File: config.mk
export PLATFORM = sky130hd
export DESIGN_NAME = qos_wrr_scheduler_flat
export DESIGN_NICKNAME = d
export VERILOG_FILES = /design/src/rtl/qos_wrr_scheduler_if.sv /design/src/rtl/qos_wrr_scheduler.sv /design/src/flat_wrapper.sv
export SDC_FILE = /design/constraint.sdc
export NUM_CORES = 1
export LEC_CHECK = 0
export BUFFER_PORTS_ARGS = -buffer_cell sky130_fd_sc_hd__buf_4
export CAP_MARGIN = 20
export CORE_UTILIZATION = 43
export DETAILED_ROUTE_END_ITERATION = 7
export PLACE_DENSITY_LB_ADDON = 0.12
export SLEW_MARGIN = 20
export SYNTH_ARGS = -nofsm -noshare
export SYNTH_HDL_FRONTEND = slang
export SYNTH_SLANG_ARGS = --single-unit
File: constraint.sdc
create_clock -name clk -period 2.7 [get_ports clk]
set_clock_uncertainty 0.05 [all_clocks]
set_input_delay 0.405 -clock clk [delete_from_list [all_inputs] [get_ports clk]]
set_output_delay 0.405 -clock clk [all_outputs]
set_load 0.02 [all_outputs]
File: src/rtl/qos_wrr_scheduler_if.sv
// qos_wrr_scheduler_if: queue-side and egress-side signals of the
// WRR dequeue scheduler, grouped with scheduler/queue modports.
interface qos_wrr_scheduler_if #(
  parameter int NUM_Q    = 4,
  parameter int DEPTH_W  = 9,
  parameter int WEIGHT_W = 4
);
  localparam int QW = $clog2(NUM_Q);

  logic [NUM_Q*DEPTH_W-1:0]  q_depth;
  logic [NUM_Q*WEIGHT_W-1:0] q_weight;
  logic                      sp_en;
  logic                      out_ready;
  logic [NUM_Q-1:0]          rd_en;
  logic [QW-1:0]             grant_id;
  logic                      grant_valid;
  logic                      busy;

  modport master (
    input  q_depth, q_weight, sp_en, out_ready,
    output rd_en, grant_id, grant_valid, busy
  );

  modport slave (
    output q_depth, q_weight, sp_en, out_ready,
    input  rd_en, grant_id, grant_valid, busy
  );
endinterface

File: src/rtl/qos_wrr_scheduler.sv
// qos_wrr_scheduler: weighted round-robin dequeue scheduler with an
// optional strict-priority override for queue 0.
module qos_wrr_scheduler #(
  parameter int NUM_Q    = 4,
  parameter int DEPTH_W  = 9,
  parameter int WEIGHT_W = 4
) (
  input logic                clk,
  input logic                rst_n,
  qos_wrr_scheduler_if.master bus
);
  localparam int QW = $clog2(NUM_Q);

  typedef enum logic {IDLE, SERVE} state_t;

  state_t              state;
  logic [QW-1:0]       cur_q;
  logic [QW-1:0]       last_q;
  logic [WEIGHT_W-1:0] credit;

  logic [NUM_Q-1:0]    elig;
  logic                sel_found;
  logic [QW-1:0]       sel_q;
  logic [WEIGHT_W-1:0] sel_w;
  logic [WEIGHT_W-1:0] sel_weff;
  logic                sp_mode;
  logic                preempt;
  logic                cur_nz;
  logic                rd_go;

  // Per-queue eligibility from occupancy
  always_comb begin
    elig = '0;
    for (int i = 0; i < NUM_Q; i++) begin
      elig[i] = |bus.q_depth[i*DEPTH_W +: DEPTH_W];
    end
  end

  // Next owner: queue 0 under strict priority, else first eligible after last_q
  always_comb begin
    sel_found = 1'b0;
    sel_q     = '0;
    if (bus.sp_en && elig[0]) begin
      sel_found = 1'b1;
    end else begin
      for (int k = NUM_Q; k >= 1; k--) begin
        if (elig[last_q + QW'(k)]) begin
          sel_found = 1'b1;
          sel_q     = last_q + QW'(k);
        end
      end
    end
    sel_w    = bus.q_weight[sel_q*WEIGHT_W +: WEIGHT_W];
    sel_weff = (sel_w == '0) ? WEIGHT_W'(1) : sel_w;
  end

  // Read strobe for the current owner
  always_comb begin
    sp_mode = bus.sp_en && (cur_q == '0);
    preempt = bus.sp_en && (cur_q != '0) && elig[0];
    cur_nz  = elig[cur_q];
    rd_go   = (state == SERVE) && bus.out_ready && cur_nz &&
              (sp_mode || credit != '0) && !preempt;
    bus.rd_en        = '0;
    bus.rd_en[cur_q] = rd_go;
  end

  assign bus.grant_valid = (state == SERVE);
  assign bus.grant_id    = cur_q;
  assign bus.busy        = |elig;

  // Turn selection, credit accounting and turn exit
  always_ff @(posedge clk or negedge rst_n) begin
    if (!rst_n) begin
      state  <= IDLE;
      cur_q  <= '0;
      last_q <= QW'(NUM_Q - 1);
      credit <= '0;
    end else begin
      unique case (state)
        IDLE: begin
          if (sel_found) begin
            cur_q  <= sel_q;
            credit <= sel_weff;
            state  <= SERVE;
          end
        end
        SERVE: begin
          if (preempt) begin
            state <= IDLE;
          end else if (!cur_nz) begin
            state  <= IDLE;
            last_q <= cur_q;
          end else if (rd_go && !sp_mode) begin
            credit <= credit - WEIGHT_W'(1);
            if (credit == WEIGHT_W'(1)) begin
              state  <= IDLE;
              last_q <= cur_q;
            end
          end
        end
        default: state <= IDLE;
      endcase
    end
  end
endmodule

File: src/flat_wrapper.sv
// flat-port wrapper written by rule: the top's interface ports become plain ports
module qos_wrr_scheduler_flat 
#(
  parameter int NUM_Q    = 4,
  parameter int DEPTH_W  = 9,
  parameter int WEIGHT_W = 4
)
  (clk, rst_n, bus_q_depth, bus_q_weight, bus_sp_en, bus_out_ready, bus_rd_en, bus_grant_id, bus_grant_valid, bus_busy);
  qos_wrr_scheduler_if #(.NUM_Q(NUM_Q), .DEPTH_W(DEPTH_W), .WEIGHT_W(WEIGHT_W)) bus_i ();
  input logic clk;
  input logic rst_n;
  input wire logic [$bits(bus_i.q_depth)-1:0] bus_q_depth;
  input wire logic [$bits(bus_i.q_weight)-1:0] bus_q_weight;
  input wire logic [$bits(bus_i.sp_en)-1:0] bus_sp_en;
  input wire logic [$bits(bus_i.out_ready)-1:0] bus_out_ready;
  output wire logic [$bits(bus_i.rd_en)-1:0] bus_rd_en;
  output wire logic [$bits(bus_i.grant_id)-1:0] bus_grant_id;
  output wire logic [$bits(bus_i.grant_valid)-1:0] bus_grant_valid;
  output wire logic [$bits(bus_i.busy)-1:0] bus_busy;
  assign bus_i.q_depth = bus_q_depth;
  assign bus_i.q_weight = bus_q_weight;
  assign bus_i.sp_en = bus_sp_en;
  assign bus_i.out_ready = bus_out_ready;
  assign bus_rd_en = bus_i.rd_en;
  assign bus_grant_id = bus_i.grant_id;
  assign bus_grant_valid = bus_i.grant_valid;
  assign bus_busy = bus_i.busy;
  qos_wrr_scheduler #(.NUM_Q(NUM_Q), .DEPTH_W(DEPTH_W), .WEIGHT_W(WEIGHT_W)) u_core (.clk(clk), .rst_n(rst_n), .bus(bus_i));
endmodule
---- Word level (Yosys, flattened, before mapping) ----
Cells that the tools add are included.
word-level totals
  register bits after elaboration ......... 9
  bits of input ports ..................... 56
  output and inout port bits .............. 8
  logic and storage cells ................. 87
operators by class
  add/sub/neg operators ................... 4
  $lt $le $gt $ge ......................... 6
  equality and inequality tests ........... 7
  shift-type cells ........................ 1
  muxes and demuxes ....................... 37
  bitwise logic cells ..................... 3
  reduce and logical (&&, ||, !) cells .... 25
operators with widths
  cell                                                   number
  OR reduction 36 bit                                    1
  OR reduction 9 bit                                     4
  two-way mux 4 bit                                      5
  two-way mux 1 bit                                      16
  two-way mux 2 bit                                      8
  indexed part select 16 x 5 -> 4 bit                    1
  < comparator 2 x 3 -> 1 bit, second input constant     5
  binary-select mux 1 bit (select 2 bit)                 5
  logical AND 1 bit                                      10
  inequality test 2 bit, second input constant           5
  one-hot mux 4 bit (2 select lines)                     1
  AND reduction 4 bit                                    2
  adder 2 bit, second input constant                     2
  AND 4 bit                                              1
  equality test 4 x 1 -> 1 bit, second input constant    1
  logical NOT 4 bit                                      1
  nonzero test 4 bit                                     1
  subtractor 4 x 1 -> 4 bit, second input constant       1
  adder 2 x 1 -> 2 bit, second input constant            1
  demux 1 bit (select 2 bit)                             1
  >= comparator 2 x 1 -> 1 bit, second input constant    1
  logical NOT 1 bit                                      2
  logical NOT 2 bit                                      1
  inequality test 2 x 1 -> 1 bit, second input constant  1
  5 further kinds                                        6

---- Depth between registers and ports, before layout ----
  depth in word-level cells ............... 13
  mapped depth ............................ 9
  depth with buffers taken out ............ 9

---- Least setup slack after synthesis ----
OpenSTA, ideal clock, no wires.
  path type ............................... reg2out
  start point ............................. register u_core.cur_q[0], in the netlist u_core.bus.grant_id[0]
  end point ............................... output port bus_rd_en[2]
  arrival time ............................ 1.989 ns
  data required time ...................... 2.245 ns
  setup slack ............................. 0.256 ns
  stages on the path, launching flop included .. 7
  path buffers ............................ 1
  path through ............................ dfrtp_1 > buf_2 > nor3b_1 > o41ai_1 > nor3_1 > nand2_1 > nor3b_1
between the ends
  longest elaborated chain between the ends .. 6
  elaborated cells between the ends (all ways) .. 18
  those cells by class .................... order compare: 2; mux: 4; bitwise: 1; reduce/logical: 11
ends and longest elaborated chain
  element                                                              line                     source
  start: declaration                                                   qos_wrr_scheduler.sv:17  logic [QW-1:0] cur_q;
  start signal: assignment                                             qos_wrr_scheduler.sv:83  cur_q <= sel_q;
  branches (longest 5 deep; another with < comparator 2 x 3 -> 1 bit)  -
  AND 4 bit (no line) *                                                -
  end: declaration                                                     flat_wrapper.sv:16       output wire logic [$bits(bus_i.rd_en)-1:0] bus_rd_en;
Mark *: on every way between the ends. The select of a mux whose other input is x is not followed.

---- Final worst setup path ----
  start point ............................. input port bus_q_depth[3]
  end point ............................... output port bus_rd_en[2]
between the ends
  longest elaborated chain between the ends .. 7
  elaborated cells between the ends (all ways) .. 9
  those cells by class .................... mux: 2; bitwise: 1; reduce/logical: 6
ends and longest elaborated chain
  element                                  line                     source
  start: declaration                       flat_wrapper.sv:12       input wire logic [$bits(bus_i.q_depth)-1:0] bus_q_depth;
  OR reduction 9 bit *                     qos_wrr_scheduler.sv:35  elig[i] = |bus.q_depth[i*DEPTH_W +: DEPTH_W];
  binary-select mux 1 bit (select 2 bit)   qos_wrr_scheduler.sv:61  cur_nz = elig[cur_q];
  two-way mux 1 bit (implied by the code)  qos_wrr_scheduler.sv:61
  logical AND 1 bit (2 in a row)           qos_wrr_scheduler.sv:62  rd_go = (state == SERVE) && bus.out_ready && cur_nz &&
  logical AND 1 bit *                      qos_wrr_scheduler.sv:63  (sp_mode || credit != '0) && !preempt;
  AND 4 bit (no line) *                    -
Mark *: on every way between the ends. The rest lies on a longest branch, timed or not. The select of a mux whose other input is x is not followed.

==> flow_metrics.tcl <==
set metrics [dict create \
    status "completed" \
    place.gp.congestion 0.932 \
    root_buffer "clkbuf_4" \
    pre_cts_ws_ns 0.224 \
    overflow 0 \
    end_kind "output port" \
    synth-compound-area-share_pct 25.1 \
    die_h_um 51.7 \
    cp-start-kind "input pin" \
    routed_wl_um 3000 \
    leakagePower_nw 0.717 \
    yosys-top-cells-area "dfrtp_1, dfstp_2, mux2i_1" \
    yosysWarnings 0 \
    first_global_vias 1218 \
    powerDensity_mw_per_mm2 686 \
    dp_hpwl_um 2550 \
    path_class "input pin to output port" \
    slew_headroom_pct 64.8 \
    final_common_cell "buf_4" \
    htreeDepth 1 \
    worstMarginPinSlew_ns 0.523 \
    ant_nets 0 \
    layout_common_cells "buf_4, nor2_1, inv_1" \
    vias 1237 \
    grt_pass1_wl_um 4980 \
    grt_use_total_pct 24.4 \
    initial_core_util_pct 46.7 \
    drive_gt1_share_pct 47.3 \
    num_rows 17 \
    clk_latency_ns 0.26 \
    ys_seq_area_share_pct 21.4 \
    numCtsBuffers 3 \
    report.final.slew_viol_count 0 \
    core_mm2 0.00228 \
    drc 0 \
    async_flop_share_pct 100 \
    finalCritPeriodShare_pct 92.1 \
    setup_violations 0 \
    antenna_found_initial 0 \
    min_period_ns 2.49 \
    clock.fmax_mhz 402 \
    clkSlewWorstSetupHoldPaths_ns 0.06 \
    crit_fanout 5 \
    setup_ws_ns 0.213 \
    clock-sinks 9 \
    place_area_mm2 0.00154 \
    drv_cap 0 \
    rsz0062_at_grt "no" \
    port_buffers 63 \
    muxShareOfSynthArea_pct 10.0 \
    fin_util_pct 69.9 \
    final_nets 247 \
    grt_max_degree 11 \
    yosys.area_share.xor_xnor_pct 0.824 \
    synth_cells 123 \
    ys_ff_latch 9 \
    finalPower_mw 1.09 \
    ctsLongestPathBuffers 2 \
    synthFlopType "dfrtp_1" \
    cts_post_setup_buffers_inserted 0 \
    yosysTopAreaCell "dfrtp_1" \
    yosys.area_share.simple_pct 33.1 \
    routed_via_density 5.73 \
    required_ns 2.25 \
    hold_class "input pin to async pin" \
    diodes 0 \
    die_w_um 51.7 \
    area_growth_pct 49.5 \
    synth_top_area_share_pct 16.5 \
    synth_area_mm2 0.00106 \
    hold_violations 0 \
    synth-adder-area-share_pct 2.35 \
    synthDistinctLibCells 51 \
    ios 64 \
    setup_tns_ns 0 \
    synthesis.nets 181 \
    drt-initial-drc-count 27 \
    max-vdd-ir-drop_uv 617 \
    cts_tree "built" \
    avgRoutedWirePerCell_um 13.9 \
    syn_area_per_cell_um2 8.65 \
    die-area_mm2 0.00268 \
    synth_top_family_by_area "simple AND/OR/NAND/NOR gates" \
    critical_path_arrival_ns 2.03 \
    synth_edf_count 0 \
    design_area_mm2 0.00159 \
    firstDrtPassIters 4 \
]
-- layer usage --
layer / routed length [µm] / part of all wire [%] / global-route usage, %
met2: 1430 / 48 / 40.3
met5: 0 / 0 / 0
met4: 60 / 2.0 / 9.46
met3: 186 / 6.2 / 2.63
met1: 1330 / 44 / 32.4
-- metrics by stage --
| step | std cells | hold slack, ns |
|---|---|---|
| 2_1_floorplan | 123 | 0.0594 |
| 3_3_place_gp | 211 | 0.183 |
| 3_5_place_dp | 211 | 0.185 |
| 4_1_cts | 216 | 0.435 |
| 5_1_grt | 216 | 0.462 |
| 6_report | 216 | 0.440 |
-- kinds of logic after synthesis --
group,count (synthesis)
AND/OR/NAND/NOR,55
AO/OA/AOI/OAI,32
buffers and inverters,15
multiplexers,9
flip-flops,9
adder cells (fa/ha/maj),2
XOR/XNOR,1
-- cell type report --
class | count | area (µm²)
fillers | 187 | 686
repair buffers | 65 | 490
well taps | 28 | 35.0
flip-flops and latches | 9 | 228
clock buffers | 4 | 26.3
inverters | 11 | 41.3
multi-input cells | 99 | 769
-- critical path, stage by stage --
cell and delay (ns):
buf_4 0.12, nor4_4 0.34, nand3_2 0.20, mux4_2 0.56
nand2_1 0.17, nor3b_1 0.07, buf_4 0.17
-- flip-flops by register name, summed over array words and instances (netlist names) --
signal,cells
u_core.credit,4
u_core.bus.grant_valid,1
u_core.bus.grant_id,2
u_core.last_q,2
-- final timing paths --
kind	start	endpoint	slack, ns	cells after the start
max in group asynchronous	rst_n	u_core.last_q[1]	1.95	2
worst min-delay path	rst_n	u_core.credit[1]	0.44	2
worst min register to register	u_core.credit[1]	u_core.credit[1]	0.51	2
min in group clk	u_core.credit[1]	u_core.credit[1]	0.51	2
worst max-delay path	bus_q_depth[3]	bus_rd_en[2]	0.21	7
worst max register to register	u_core.bus.grant_id[0]	u_core.last_q[0]	0.50	6
-- where the power goes --
group / internal (mW) / total, mW / switching [mW]
combinational: 0.321 / 0.668 / 0.347
sequential: 0.211 / 0.317 / 0.106
clock: 0.0571 / 0.107 / 0.0496
total: 0.589 / 1.09 / 0.503
-- synth_stat cells, drive strengths merged (4+ instances only) --
master,instances
nor2,13
dfrtp,7
mux2i,5
nor3b,4
nor4,5
and3,4
nor3,7
buf,4
nand3,8
nand2,10
inv,11
-- timing repair --
item                       in CTS  in global routing
hold endpoints to repair        7                  0
setup endpoints to repair       0                  4
resized for setup               0                  2
hold buffers                    1                  0
Note: power is estimated with default switching activity, not from simulation.
